==> config.mk <==
export PLATFORM = sky130hd
export DESIGN_NAME = pipe_stage_chain
export DESIGN_NICKNAME = d
export VERILOG_FILES = /design/src/rtl/pipe_stage_chain.sv
export SDC_FILE = /design/constraint.sdc
export NUM_CORES = 1
export LEC_CHECK = 0
export ABC_AREA = 1
export CAP_MARGIN = 20
export CORE_UTILIZATION = 47
export CTS_BUF_LIST = sky130_fd_sc_hd__clkbuf_4 sky130_fd_sc_hd__clkbuf_8 sky130_fd_sc_hd__clkbuf_16
export CTS_CLUSTER_SIZE = 24
export DETAILED_ROUTE_END_ITERATION = 8
export PLACE_DENSITY = 0.86
export SLEW_MARGIN = 10
export SYNTH_ARGS = -nofsm -noshare
export SYNTH_HDL_FRONTEND = slang
export SYNTH_SLANG_ARGS = --single-unit
==> constraint.sdc <==
create_clock -name clock -period 4.8 [get_ports clock]
set_input_delay 0.96 -clock clock [delete_from_list [all_inputs] [get_ports clock]]
set_output_delay 0.96 -clock clock [all_outputs]
set_load 0.02 [all_outputs]
==> src/rtl/pipe_stage_chain.sv <==
// Generic valid/data pipeline register chain with stall, flush,
// bubble insertion and bubble collapsing under backpressure.
module pipe_stage_chain #(
  parameter int WIDTH = 32,
  parameter int STAGES = 4,
  parameter logic [WIDTH-1:0] BUBBLE_VALUE = '0
) (
  input  logic                         clock,
  input  logic                         reset,
  input  logic                         in_valid,
  input  logic [WIDTH-1:0]             in_data,
  output logic                         in_ready,
  input  logic [STAGES-1:0]            stall_req,
  input  logic [STAGES-1:0]            flush_req,
  input  logic                         out_ready,
  output logic                         out_valid,
  output logic [WIDTH-1:0]             out_data,
  output logic [STAGES-1:0]            stage_valid,
  output logic [STAGES*WIDTH-1:0]      stage_data,
  output logic [STAGES-1:0]            stage_load,
  output logic [$clog2(STAGES+1)-1:0]  occupancy
);

  localparam int OW = $clog2(STAGES+1);

  logic [STAGES-1:0] valid_q, valid_d;
  logic [STAGES-1:0] blk, fl;
  logic [WIDTH-1:0]  data_q [STAGES];
  logic [WIDTH-1:0]  data_d [STAGES];
  logic [OW-1:0]     occ_q, occ_d;

  // fl[i]: some flush bit at index >= i, so stage i is discarded
  always_comb begin : blk_chain
    logic b;
    logic f;
    b = stall_req[STAGES-1]
      | (valid_q[STAGES-1] & ~out_ready);
    f = flush_req[STAGES-1];
    blk = '0;
    fl  = '0;
    blk[STAGES-1] = b;
    fl[STAGES-1]  = f;
    for (int i = STAGES-2; i >= 0; i--) begin
      b = stall_req[i] | (valid_q[i] & b);
      f = f | flush_req[i];
      blk[i] = b;
      fl[i]  = f;
    end
  end

  assign in_ready   = ~blk[0] & ~|flush_req;
  assign stage_load = ~blk;

  always_comb begin : next_state
    valid_d = valid_q;
    data_d  = data_q;
    occ_d   = '0;
    if (fl[0]) begin
      valid_d[0] = 1'b0;
      data_d[0]  = BUBBLE_VALUE;
    end else if (!blk[0]) begin
      valid_d[0] = in_valid & in_ready;
      data_d[0]  = (in_valid & in_ready) ? in_data
                                         : BUBBLE_VALUE;
    end
    for (int i = 1; i < STAGES; i++) begin
      if (fl[i]) begin
        valid_d[i] = 1'b0;
        data_d[i]  = BUBBLE_VALUE;
      end else if (!blk[i]) begin
        if (valid_q[i-1] & ~blk[i-1] & ~fl[i-1]) begin
          valid_d[i] = 1'b1;
          data_d[i]  = data_q[i-1];
        end else begin
          valid_d[i] = 1'b0;
          data_d[i]  = BUBBLE_VALUE;
        end
      end
    end
    for (int i = 0; i < STAGES; i++) begin
      occ_d = occ_d + OW'(valid_d[i]);
    end
  end

  always_ff @(posedge clock) begin
    if (!reset) begin
      valid_q <= '0;
      occ_q   <= '0;
      for (int i = 0; i < STAGES; i++) begin
        data_q[i] <= BUBBLE_VALUE;
      end
    end else begin
      valid_q <= valid_d;
      occ_q   <= occ_d;
      for (int i = 0; i < STAGES; i++) begin
        data_q[i] <= data_d[i];
      end
    end
  end

  always_comb begin : pack_out
    stage_data = '0;
    for (int i = 0; i < STAGES; i++) begin
      stage_data[i*WIDTH +: WIDTH] = data_q[i];
    end
  end

  assign out_valid   = valid_q[STAGES-1];
  assign out_data    = data_q[STAGES-1];
  assign stage_valid = valid_q;
  assign occupancy   = occ_q;

endmodule

# == Word-level counts from Yosys, hierarchy flattened ==
# Cells that the tools add are included.
# classes
n_addsub,3
n_mux,15
bitwise_logic,28
n_reduce_logical,6
# ops
op,n
32-bit two-way mux,4
1-bit AND,12
1-bit two-way mux,11
1-bit NOT,8
2-bit OR reduction,4
1-bit bitwise OR,7
4-bit NOT,1
4-bit OR reduction,1
2-bit by 1-bit adder with 3-bit output,1
3-bit by 1-bit adder with 3-bit output,1
1-bit by 1-bit adder with 2-bit output,1
1-bit logical NOT,1
# totals
register_bits,135
in_bits,44
output_inout_bits,173
wordCells,58

# == Depth between registers and ports, before layout ==
# depth
word_depth,18
ltp_mapped,17

# == Worst setup path after synthesis ==
# OpenSTA, ideal clock, no wires.
# synth_timing
kind,input to register
from,in out_ready
to,"reg occ_q[1], in the netlist occupancy[1]"
t_arrival_ps,2998
required_time_ps,4691
slack_ps,1694
stages,17
path_buffers,2
path_cell_list,inv_1 > nand2_2 > nand2_4 > nand2_2 > nand2_4 > nand2_1 > nand2_2 > buf_6 > nand2_4 > nand4_4 > buf_2 > nand2_1 > fa_1 > ha_1 > ha_1 > nand2_1 > inv_1
# synth_via
word_cells_on_any_way,34
cone_classes,add/sub (3); mux (11); bitwise (20)
# synth_lines
element,line,rtl
from (decl),15,"input logic out_ready,"
1-bit NOT *,37,| (valid_q[STAGES-1] & ~out_ready);
1-bit AND *,37,
1-bit bitwise OR *,37,
1-bit AND *,44,b = stall_req[i] | (valid_q[i] & b);
1-bit bitwise OR *,44,
1-bit AND *,44,
1-bit bitwise OR *,44,
1-bit AND *,44,
[3 not listed],-,
1-bit AND,62,valid_d[0] = in_valid & in_ready;
1-bit two-way mux *,61,end else if (!blk[0]) begin
1-bit two-way mux *,58,if (fl[0]) begin
named net valid_d[0],26,"logic [STAGES-1:0] valid_q, valid_d;"
1-bit by 1-bit adder with 2-bit output *,81,occ_d = occ_d + OW'(valid_d[i]);
2-bit by 1-bit adder with 3-bit output *,81,
3-bit by 1-bit adder with 3-bit output *,81,
named net occ_d[1],30,"logic [OW-1:0] occ_q, occ_d;"
to (signal assigned),88,occ_q <= '0;
to (signal assigned),94,occ_q <= occ_d;
to (decl),30,
# Mark *: on every way through the listed nets, which the timed path passes. The rest lies on a longest branch.
# A chain may end at the register's enable or synchronous reset.

# == Final worst setup path ==
# layout_timing
from,in out_ready
to,out stage_load[1]
# layout_via
elab_chain_len,8
# layout_rtl
element,line,rtl
1-bit NOT,37,
1-bit AND,37,
1-bit bitwise OR,37,
1-bit AND,44,
1-bit bitwise OR,44,
1-bit AND,44,
1-bit bitwise OR,44,
4-bit NOT,52,assign stage_load = ~blk;
to (decl),20,"output logic [STAGES-1:0] stage_load,"
# Every way passes these cells.

==> reports/qor.yml <==
run_status:
  status: "finished clean"
timing:
  fin_tns_setup_ns: 0
  final_hold_viol_count: 0
  setup_ws_ns: 0.6319
  final_max_slew_viol_count: 0
  grt_setup_unrepaired: "false"
  tightest_slew_ns: 0.8907
  fin_crit_sh_pct: 86.84
  finClkSkew_ns: 0.01359
  min_period_ns: 4.168
  max_freq_mhz: 239.9
  timing.slew.headroom_pct: 40.48
  hold_slack_ns: 0.4762
  finalSetupViolations: 0
synthesis:
  synth_area_mm2: 0.005477
  synth_area_leaders: "dfxtp_1 (49%), nor2_1 (14%), nand2_1 (6.8%), o21ai_0 (5.9%), inv_1 (5.6%)"
  yosys.area.top_type: "dfxtp_1"
  synthCells: 750
  avgSynthCellArea_um2: 7.302
  ys_seq_elements: 135
  synth_top_area_share_pct: 49.35
  ys_seq_area_share_pct: 49.35
  syn-num-nets: 797
  yosysWarnings: 0
  synth_cell_type_count: 26
layout:
  drive_gt1_share_pct: 5.895
  num_antenna_cells: 0
  finalNonFillerCells: 1076
  multiInputGateArea_mm2: 0.002009
  seqCellArea_mm2: 0.002703
  fillers: 884
  nNetsFinal: 968
  area_growth_pct: 48.14
critical_path:
  cp.arrival_ns: 3.21
  crit_path_end: "stage_load[1]"
  startpoint: "out_ready"
  cp_max_fo: 34
  worstPathRequired_ns: 3.84
  crit_type: "input port to output pin"
  crit-reg2reg-launch: "stage_valid[3]$_SDFF_PN0_"
  r2r_cells: 15
  critPathLaunchType: "input port"
  rrSetupSlack_ns: 1.72
  r2r-end: "occupancy[1]$_SDFF_PN0_"
  worstSetupEndpointType: "output pin"
grt:
  grt_max_degree: 37
  antenna_found_initial: 0
  grt_usage_pct: 25.60
  grt-ovfl-total: 0
  grt_pass1_vias: 4654
  grt_pass1_wl_um: 23510
clock_tree:
  cts_buffers: 17
  cts.sink_count: 135
  clock_latency_ns: 0.41
  cts_tree: "yes"
  cts_setup_buffers: 0
  post_cts_resized: 0
  postCtsHoldBufs: 0
  clk_pin_slew_ns: 0.05
  root_buffer: "clkbuf_16"
  h-tree-depth: 4
  clock_path_buffers: 2
detailed_routing:
  wl_um: 15360
  post_drt_wl_per_cell_um: 14.28
  drcViolationCount: 0
  first_pass_iters: 5
  viasPerCell: 4.858
  first_iter_violations: 304
  vias: 5227
  drtAntennaViolNets: 0
power_and_ir_drop:
  irDropWorstVdd_mv: 0.2604
  fin_total_pwr_w: 0.002786
  leakagePower_nw: 3.112
  power_density_mw_per_mm2: 343.4
placed_design:
  io_buffers: 216
  dp_hpwl_um: 10920
  pre_cts_ws_ns: 0.6197
  dp_cells: 1044
  place_congestion: 0.8496
die:
  dieArea_mm2: 0.01209
  io_pins: 217
  initial_utilization_pct: 48.17
  die_h_um: 109.9
  core_mm2: 0.01137
  placementRows: 39
  die_x_um: 109.9
hold_path:
  hold_path_class: "flip-flop to flip-flop"
flow_run:
  max_cap_viol_count: 0
## cell type report
type | count | share of cell area, %
Clock buffer | 19 | 5.429
Clock inverter | 12 | 2.776
Inverter | 85 | 3.933
Multi-Input combinational cell | 457 | 24.77
Sequential cell | 135 | 33.31
Tap cell | 143 | 2.205
Timing Repair Buffer | 225 | 27.58
## cells in the mapped netlist
| cell type | count |
|---|---|
| a21oi_1 | 33 |
| a31oi_1 | 1 |
| and3_1 | 1 |
| buf_2 | 10 |
| buf_4 | 36 |
| buf_6 | 4 |
| clkbuf_1 | 23 |
| dfxtp_1 | 135 |
| fa_1 | 1 |
| ha_1 | 2 |
| inv_1 | 82 |
| inv_2 | 3 |
| nand2_1 | 99 |
| nand2_2 | 4 |
| nand2_4 | 3 |
| nand3_1 | 2 |
| nand4_4 | 1 |
| nor2_1 | 198 |
| nor2_2 | 1 |
| nor2_4 | 1 |
| nor3_1 | 41 |
| nor4_1 | 1 |
| o211ai_1 | 1 |
| o21ai_0 | 65 |
| o31ai_1 | 1 |
| or2_2 | 1 |
## how the worst min path moves through the flow
stage                                     start                     endpoint  slack, ns  cells past startpoint
floorplan           stage_data[32]$_SDFFE_PP0N_  stage_data[64]$_SDFFE_PP0N_       0.54                      2
global placement    stage_data[56]$_SDFFE_PP0N_  stage_data[88]$_SDFFE_PP0N_       0.47                      2
detailed placement  stage_data[35]$_SDFFE_PP0N_  stage_data[67]$_SDFFE_PP0N_       0.47                      2
CTS                 stage_data[35]$_SDFFE_PP0N_  stage_data[67]$_SDFFE_PP0N_       0.48                      2
global route        stage_data[35]$_SDFFE_PP0N_  stage_data[67]$_SDFFE_PP0N_       0.49                      2
finish              stage_data[35]$_SDFFE_PP0N_  stage_data[67]$_SDFFE_PP0N_       0.48                      2
## stage by stage
stage                     instance area (um2)  utilization [%]
after detailed placement                 7432            65.37
final                                    8113            71.35
after global placement                   7432            65.37
after global routing                     8113            71.35
after floorplan                          5477                -
after CTS                                8098            71.22
## critical path, cell delays in order
cell and delay [ns]:
clkdlybuf4s50_1 0.46, inv_1 0.05, nand2_2 0.07, nand2_4 0.05, nand2_2 0.07, nand2_4 0.20, nand2_1 0.14, nand2_2 0.16
inv_2 0.35, clkdlybuf4s50_1 0.68
## where the power goes
| part | switching (W) | internal [W] | leakage, nW |
|---|---|---|---|
| Clock | 0.000479 | 0.000985 | 0.328 |
| Sequential | 0.00000681 | 0.00113 | 1.09 |
| Combinational | 0.000106 | 0.0000807 | 1.69 |
## flip-flops by register name (all words and copies together), names as in the netlist
register and flops:
stage_data 96, out_data 32, stage_valid 4, occupancy 3
## layout by cell type, fill, tap and decap left out, drive strengths merged
| cell | n |
|---|---|
| clkdlybuf4s50 | 216 |
| inv | 86 |
| fa | 1 |
| nand2 | 106 |
| and3 | 1 |
| or2 | 1 |
| clkbuf | 19 |
| ha | 2 |
| nand3 | 2 |
| clkinv | 5 |
| buf | 9 |
| o21ai | 65 |
| nor4 | 1 |
| o211ai | 1 |
| a21oi | 33 |
| dfxtp | 135 |
| nor3 | 41 |
| bufinv | 6 |
| o31ai | 1 |
| a31oi | 1 |
| nor2 | 200 |
| nand4 | 1 |
## cells by family (layout without fill, tap and decap cells)
group                      Yosys count  after routing  synth area share [%]
AOI/OAI and AO/OA                  101            101                 9.344
buffers and inverters              158            341                 14.07
DFF                                135            135                 49.35
and+or+nand+nor                    353            353                 26.41
adders and majority gates            3              3                0.8224
## layer usage
layer	routed length [um]	up-vias	track usage, %
li1	-	2630	-
met4	465	0	11.24
met5	0	-	0
met3	1052	31	6.461
met1	6540	2347	32.89
met2	7306	219	40.54
Note: power is estimated with default switching activity, not from simulation.
